### src/rtl/seq_divider_if.sv
// ============================================================================
//  Module   : seq_divider_if
//  Brief    : Start/busy/done handshake and operand/result bundle for seq_divider.
//  Revision : 1.0 - initial release
// ============================================================================
`default_nettype none

interface seq_divider_if #(
    parameter int DW = 17,
    parameter int VW = 8
);
    logic          iSTART;
    logic [DW-1:0] iDIVIDEND;
    logic [VW-1:0] iDIVISOR;
    logic          oBUSY;
    logic          oDONE;
    logic [DW-1:0] oQUOT;
    logic [VW-1:0] oREM;
    logic          oDIV0;

    modport master (
        output iSTART, iDIVIDEND, iDIVISOR,
        input  oBUSY, oDONE, oQUOT, oREM, oDIV0
    );

    modport slave (
        input  iSTART, iDIVIDEND, iDIVISOR,
        output oBUSY, oDONE, oQUOT, oREM, oDIV0
    );
endinterface

`default_nettype wire

### src/rtl/seq_divider.sv
// ============================================================================
//  Module   : seq_divider
//  Brief    : Multi-cycle restoring divider, one quotient bit per clock.
//             Define SEQ_DIVIDER_SIGNED_EN for two's-complement operation.
//  Revision : 1.0 - initial release
// ============================================================================
`default_nettype none

module seq_divider #(
    parameter int DW = 17,
    parameter int VW = 8
) (
    input  logic        iCLK,
    input  logic        iRST,
    seq_divider_if.slave bus
);
    localparam int             CW         = (DW > 1) ? $clog2(DW) : 1;
    localparam logic [CW-1:0]  c_CNT_LOAD = CW'(DW - 1);
    localparam logic [CW-1:0]  c_CNT_ONE  = CW'(1);

    localparam logic [1:0] c_IDLE = 2'd0;
    localparam logic [1:0] c_RUN  = 2'd1;
    localparam logic [1:0] c_DONE = 2'd2;

    logic [1:0]    r_state;
    logic [DW-1:0] r_shift;
    logic [VW-1:0] r_rem;
    logic [VW-1:0] r_div;
    logic [CW-1:0] r_cnt;
    logic          r_div0;
    logic          r_busy;
    logic          r_done;
    logic [DW-1:0] r_quot;
    logic [VW-1:0] r_remOut;
    logic          r_div0Out;
`ifdef SEQ_DIVIDER_SIGNED_EN
    logic          r_qNeg;
    logic          r_rNeg;
`endif

    logic [DW-1:0] w_dvdIn;
    logic [VW-1:0] w_dvsIn;
    logic [VW:0]   w_trial;
    logic [VW+1:0] w_sub;
    logic          w_qbit;
    logic [VW-1:0] w_remNext;
    logic [DW-1:0] w_qFinal;
    logic [DW-1:0] w_quotRes;
    logic [VW-1:0] w_remRes;

    // Operands enter the core as magnitudes; the core itself is always unsigned.
    always_comb begin
        w_dvdIn = bus.iDIVIDEND;
        w_dvsIn = bus.iDIVISOR;
`ifdef SEQ_DIVIDER_SIGNED_EN
        if (bus.iDIVIDEND[DW-1]) w_dvdIn = -bus.iDIVIDEND;
        if (bus.iDIVISOR[VW-1])  w_dvsIn = -bus.iDIVISOR;
`endif
    end

    // A kept remainder is always below the divisor, so VW bits hold it either way.
    always_comb begin
        w_trial   = {r_rem, r_shift[DW-1]};
        w_sub     = {1'b0, w_trial} - {2'b00, r_div};
        w_qbit    = ~w_sub[VW+1];
        w_remNext = w_qbit ? w_sub[VW-1:0] : w_trial[VW-1:0];
        w_qFinal  = {r_shift[DW-2:0], w_qbit};
    end

    always_comb begin
        w_quotRes = w_qFinal;
        w_remRes  = w_remNext;
`ifdef SEQ_DIVIDER_SIGNED_EN
        if (r_qNeg) w_quotRes = -w_qFinal;
        if (r_rNeg) w_remRes  = -w_remNext;
`endif
        if (r_div0) begin
            w_quotRes = '1;
            w_remRes  = '0;
        end
    end

    always_ff @(posedge iCLK or posedge iRST) begin
        if (iRST) begin
            r_state   <= c_IDLE;
            r_shift   <= '0;
            r_rem     <= '0;
            r_div     <= '0;
            r_cnt     <= '0;
            r_div0    <= 1'b0;
            r_busy    <= 1'b0;
            r_done    <= 1'b0;
            r_quot    <= '0;
            r_remOut  <= '0;
            r_div0Out <= 1'b0;
`ifdef SEQ_DIVIDER_SIGNED_EN
            r_qNeg    <= 1'b0;
            r_rNeg    <= 1'b0;
`endif
        end else begin
            case (r_state)
                c_IDLE: begin
                    if (bus.iSTART) begin
                        r_state <= c_RUN;
                        r_shift <= w_dvdIn;
                        r_div   <= w_dvsIn;
                        r_rem   <= '0;
                        r_cnt   <= c_CNT_LOAD;
                        r_div0  <= (bus.iDIVISOR == '0);
                        r_busy  <= 1'b1;
`ifdef SEQ_DIVIDER_SIGNED_EN
                        r_qNeg  <= bus.iDIVIDEND[DW-1] ^ bus.iDIVISOR[VW-1];
                        r_rNeg  <= bus.iDIVIDEND[DW-1];
`endif
                    end
                end
                c_RUN: begin
                    r_shift <= w_qFinal;
                    r_rem   <= w_remNext;
                    if (r_cnt == '0) begin
                        r_state   <= c_DONE;
                        r_done    <= 1'b1;
                        r_quot    <= w_quotRes;
                        r_remOut  <= w_remRes;
                        r_div0Out <= r_div0;
                    end else begin
                        r_cnt <= r_cnt - c_CNT_ONE;
                    end
                end
                c_DONE: begin
                    r_state <= c_IDLE;
                    r_done  <= 1'b0;
                    r_busy  <= 1'b0;
                end
                default: begin
                    r_state <= c_IDLE;
                    r_done  <= 1'b0;
                    r_busy  <= 1'b0;
                end
            endcase
        end
    end

    assign bus.oBUSY = r_busy;
    assign bus.oDONE = r_done;
    assign bus.oQUOT = r_quot;
    assign bus.oREM  = r_remOut;
    assign bus.oDIV0 = r_div0Out;

endmodule

`default_nettype wire
### src/flat_wrapper.sv
// flat-port wrapper written by rule: the top's interface ports become plain ports
module seq_divider_flat 
#(
    parameter int DW = 17,
    parameter int VW = 8
)
  (iCLK, iRST, bus_iSTART, bus_iDIVIDEND, bus_iDIVISOR, bus_oBUSY, bus_oDONE, bus_oQUOT, bus_oREM, bus_oDIV0);
  seq_divider_if #(.DW(DW), .VW(VW)) bus_i ();
  input  logic iCLK;
  input  logic iRST;
  input wire logic [$bits(bus_i.iSTART)-1:0] bus_iSTART;
  input wire logic [$bits(bus_i.iDIVIDEND)-1:0] bus_iDIVIDEND;
  input wire logic [$bits(bus_i.iDIVISOR)-1:0] bus_iDIVISOR;
  output wire logic [$bits(bus_i.oBUSY)-1:0] bus_oBUSY;
  output wire logic [$bits(bus_i.oDONE)-1:0] bus_oDONE;
  output wire logic [$bits(bus_i.oQUOT)-1:0] bus_oQUOT;
  output wire logic [$bits(bus_i.oREM)-1:0] bus_oREM;
  output wire logic [$bits(bus_i.oDIV0)-1:0] bus_oDIV0;
  assign bus_i.iSTART = bus_iSTART;
  assign bus_i.iDIVIDEND = bus_iDIVIDEND;
  assign bus_i.iDIVISOR = bus_iDIVISOR;
  assign bus_oBUSY = bus_i.oBUSY;
  assign bus_oDONE = bus_i.oDONE;
  assign bus_oQUOT = bus_i.oQUOT;
  assign bus_oREM = bus_i.oREM;
  assign bus_oDIV0 = bus_i.oDIV0;
  seq_divider #(.DW(DW), .VW(VW)) u_core (.iCLK(iCLK), .iRST(iRST), .bus(bus_i));
endmodule
### config.mk
export PLATFORM = sky130hd
export DESIGN_NAME = seq_divider_flat
export DESIGN_NICKNAME = d
export VERILOG_FILES = /design/src/rtl/seq_divider_if.sv /design/src/rtl/seq_divider.sv /design/src/flat_wrapper.sv
export SDC_FILE = /design/constraint.sdc
export NUM_CORES = 1
export LEC_CHECK = 0
export CAP_MARGIN = 20
export CORE_UTILIZATION = 53
export CTS_CLUSTER_DIAMETER = 120
export DETAILED_ROUTE_END_ITERATION = 10
export HOLD_SLACK_MARGIN = 0.15
export PLACE_DENSITY_LB_ADDON = 0.25
export SLEW_MARGIN = 20
export SYNTH_ARGS = -nofsm -noshare
export SYNTH_HDL_FRONTEND = slang
export SYNTH_SLANG_ARGS = --single-unit
### constraint.sdc
create_clock -name iCLK -period 2.3 [get_ports iCLK]
set_input_delay 0.345 -clock iCLK [delete_from_list [all_inputs] [get_ports iCLK]]
set_output_delay 0.345 -clock iCLK [all_outputs]
set_load 0.005 [all_outputs]
## Yosys cells after proc, flatten, opt, wreduce, memory -nomap -nowiden

Cells that the tools add are included.

- Register bits: 69
- Input bits: 28

- Add/subtract/negate cells: 2
- Eq/ne operators: 4
- Mux-type cells: 17
- Bitwise operators: 3
- Reduce and logical (&&, ||, !) cells: 11

Operators by type and width:

| kind | number |
|---|---|
| $mux 17 | 2 |
| $pmux 17 s2 | 1 |
| $mux 8 | 3 |
| $pmux 8 s2 | 1 |
| $reduce_and 2->1 | 6 |
| $mux 5 | 2 |
| $pmux 5 s2 | 1 |
| $sub 9x8->10 | 1 |
| $logic_not 8->1 | 1 |
| $logic_not 5->1 | 1 |
| $sub 5x1->5 const B | 1 |
| $mux 2 | 2 |
| $ne 2x2->1 const B | 2 |
| $pmux 1 s2 | 2 |
| $pmux 2 s2 | 1 |
| $not 1->1 | 3 |
| $reduce_and 3->1 | 1 |
| $eq 2x1->1 const B | 1 |
| $logic_not 2->1 | 1 |
| $mux 1 | 2 |
| $ne 2x1->1 const B | 1 |
| $reduce_bool 2->1 | 1 |

## Logic depth before layout (Yosys ltp)

- Depth in word-level cells: 3
- Mapped depth: 9
- Mapped depth without buffers: 9

## Worst setup path after synthesis

OpenSTA, ideal clock, no wires.

- Path type: register -> register
- From: register u_core.r_rem[0]
- To: register u_core.r_rem[0]
- Library setup time: 122 ps
- Arrival time: 1798 ps
- Required time: 2178 ps
- Setup slack: 381 ps
- Cell stages (with the launch flop): 7
- Buffers on the path: 0
- Clock period less this slack: 1919 ps
- Cells stage by stage: dfrtp_1 -> ha_1 -> nor2b_1 -> o2111ai_1 -> a21oi_2 -> or3_1 -> a32o_1

- Word-level cells in the longest chain between the ends: 3

Ends and longest elaborated chain:

| what | RTL line | text |
|---|---|---|
| from (decl) | seq_divider.sv:27 | `logic [VW-1:0] r_rem;` |
| from (signal assigned) | seq_divider.sv:119 | `r_rem <= w_remNext;` |
| $sub 9x8->10 | seq_divider.sv:64 | `w_sub = {1'b0, w_trial} - {2'b00, r_div};` |
| $mux 8 | seq_divider.sv:66 | `w_remNext = w_qbit ? w_sub[VW-1:0] : w_trial[VW-1:0];` |
| $pmux 8 s2 | seq_divider.sv:101 | `case (r_state)` |

Every way passes these cells.
A chain may end at the register's enable or synchronous reset.

## Worst setup path in the final report

- From: register u_core.r_rem[5]
- To: register u_core.r_rem[0]

The elaborated chain is that of the path after synthesis.

==> results.md <==
- DRC viols: 0
- Number of synthesis warnings: 0
- Fin crit period: 2152 ps
- Synth Area per Inst: 9.523 um^2
- Worst setup margin: 147.8 ps
- Most common cell after layout, fill and taps aside: nand2_1
- Crit-path cells: ha_1 > a21o_1 > nand2_1 > nand2_1 > or3_1 > a32o_1
- Met1 GRT Util: 0.3396
- Critical Path Source Type: register
- DRT Wirelength: between 7000 and 8000 um
- Grt met2 use: 0.3818
- CP Data Required Time: 2540 ps
- First-pass GRT wire length: 12,190 um
- Most used routing layer: met2
- Peak Freq: 464.6 MHz
- Largest net degree at the start of global routing: 41
- Hold buffer count at CTS: 0
- Root Driver: clkbuf_8
- Clock skew: between 8 and 9 ps
- Routed WL per cell: approximately 15 um
- Arr. time, crit path: ~2400 ps
- Hold WC Path Type: input port to asynchronous set/reset pin
- Total number of vias: around 2,800
- Mapped Nets: 394
- Grt total ovfl: 0
- Place WS: 168.1 ps
- Pwr dens: 1517 mW/mm^2
- Num CTS Buffers: 9
- Worst Setup SP: u_core.r_rem[5]
- Synth Cell Area: 0.003381 mm^2
- Final period utilization: 0.9357
- Most frequent cells in the layout: nand2_1 (82), dfrtp_1 (69), clkdlybuf4s50_1 (55), o21ai_0 (53)
- Peak supply drop: 0.0009731 V
- Overall Power: approximately 6.4 mW
- CTS tree: done
- DR iter-0 viols: 189
- RSZ-0062 raised after global routing: no
- Gpl congestion: 0.8821
- Vias/cell: roughly 5.6
- WS Path Type: register to register
- Worst Max-Slew Pin Slew: 567.0 ps
- Die area: roughly 0.0067 mm^2
- Number of synthesized register bits: 69
- Status: complete, no violations
- Count of cell types in the netlist: 49
- Asr flop ratio synth: 1.000
- Initial antenna violation count: 0
- Die Y-Extent: 81.87 um
- Clk slew on worst S/H paths: 80 ps
- Crit-path slowest cell: or3_1
- H-tree levels: 3
- Final #Nets: 453
- Area delta synth->final: 25.57%
- Crit path max-delay family: simple AND/OR/NAND/NOR gates
- CTS resizes: 0
- Seq/Total Area, Yosys: 0.5107
- Final Hold Viols: 0
- Gr usage total: 0.2461
- Router iterations before antenna repair: 4
- Antenna Cells: 0
- CORE AREA: 0.006026 mm^2
- Critical R2R Launch: u_core.r_rem[5]
- Initial core utilization: 0.5610
- Skew-Pair Late Insertion Delay: 350 ps
- CP Capture Point: u_core.r_rem[0]
- Most common flop cell mapped by yosys: dfrtp_1
- Post-Synthesis Cells: roughly 360
- MaxCap Viol Count: 0
- CP most frequent cell: nand2_1
- Num Clock Sinks: 69
- Fill count: roughly 460
- R2R depth: 6
- I/O Buffers: 55
- Multi-input gate area: between 0.0015 and 0.002 mm^2
- Vias in the first global route: 2,620
- Layout cells sized above 1: 0.08831
- Capturing point of the worst reg2reg path: u_core.r_rem[0]
- IO Count: 56
- Buf/Inv on CP: 0
- DRT antenna net count: 0
- TNS Setup: 0 ps
- EDFF count, synth: 0
- Post-CTS setup buffers: 0
- WHS: 414.6 ps
- Cell leakage power: roughly 1.9 nW
- DPL Wire Length: 5026 um
- Max Buffers Root-to-Sink: 2
- Final setup fails: 0
- Met3 usage: 0.04556
- Crit-path max cell delay: 430 ps
- Element type at the critical path end: register
- Worst reg2reg setup slack: 150 ps
- Critical path depth: 6
- Slew HR: 0.6220
- Floorplan row count: 28
- Register area: 0.001727 mm^2
- Die Wd: 81.87 um
- Worst-path maximum fanout: 14
- Slew Limit Fails: 0
[flip-flops by register name, summed over array words and instances (netlist names)]
| register | count |
|---|---|
| u_core.r_rem | 8 |
| u_core.bus.oQUOT | 17 |
| u_core.r_state | 2 |
| u_core.r_cnt | 5 |
| u_core.bus.oDIV0 | 1 |
| u_core.bus.oREM | 8 |
| u_core.bus.oDONE | 1 |
| u_core.r_shift | 17 |
| u_core.bus.oBUSY | 1 |
| u_core.r_div0 | 1 |
| u_core.r_div | 8 |
[final cells by class]
cell class	instances	area share
sequential	69	0.4067
multi-input combinational	251	0.3534
timing repair buffer	66	0.1521
clock buffer	10	0.03006
tap	75	0.02210
clock inverter	6	0.02063
inverter	17	0.01503
[worst min-delay path, cell delays in order]
cell and delay [ps]:
clkdlybuf4s50_1 410, inv_2 70, buf_4 360
[Yosys cell counts (all sizes together), types with 2 or more instances]
library cell / number / area share
a21o: 4 / 0.0089
clkbuf: 7 / 0.0078
o21ai: 54 / 0.081
nor3: 3 / 0.0044
nor4: 3 / 0.0056
o41ai: 2 / 0.0052
nand2: 83 / 0.093
a21oi: 5 / 0.0096
nor2b: 5 / 0.0093
nand3: 8 / 0.012
or3b: 2 / 0.0052
o31ai: 4 / 0.0089
ha: 10 / 0.037
xor2: 2 / 0.0052
nor2: 13 / 0.016
dfrtp: 69 / 0.51
or3: 3 / 0.0056
buf: 11 / 0.020
o31a: 4 / 0.010
inv: 17 / 0.019
nor3b: 2 / 0.0044
a32o: 3 / 0.0089
xnor2: 3 / 0.0078
o211ai: 6 / 0.013
mux2i: 15 / 0.044
[worst min path at each step]
stage                     cells after the start                    to                  from
after floorplan                               2       u_core.r_div[0]       bus_iDIVISOR[0]
after global placement                        2  u_core.bus.oQUOT[14]  u_core.bus.oQUOT[14]
after detailed placement                      2  u_core.bus.oQUOT[14]  u_core.bus.oQUOT[14]
after CTS                                     3     u_core.r_shift[7]                  iRST
after global routing                          3  u_core.bus.oQUOT[11]                  iRST
final                                         3     u_core.r_shift[4]                  iRST
[per-layer routing]
| layer | wire (um) | vias up |
|---|---|---|
| met5 | 0 | - |
| met4 | 127 | 0 |
| met2 | 3463 | 89 |
| met3 | 417 | 11 |
| met1 | 3431 | 1313 |
| li1 | - | 1349 |
[report_power, final]
| part | internal [mW] | switching [mW] | total (mW) |
|---|---|---|---|
| Combinational | 1.52 | 1.68 | 3.20 |
| Sequential | 1.78 | 0.388 | 2.17 |
| Clock | 0.611 | 0.462 | 1.07 |
[through the flow]
stage / instance area (um^2) / instances / util
after floorplan: 3381 / 355 / -
after global placement: 4030 / 478 / 0.6688
after detailed placement: 4030 / 478 / 0.6688
after CTS: 4245 / 494 / 0.7045
after global routing: 4245 / 494 / 0.7045
final: 4245 / 494 / 0.7045
[kinds of logic after synthesis]
| kind of cell | synth area share |
|---|---|
| AO/OA/AOI/OAI | 0.1706 |
| buffers and inverters | 0.04663 |
| XOR/XNOR | 0.01296 |
| adder cells (fa/ha/maj) | 0.04293 |
| flip-flops | 0.5107 |
| multiplexers | 0.04441 |
| AND/OR/NAND/NOR | 0.1717 |
No activity file was read; power rests on OpenSTA's default activity.
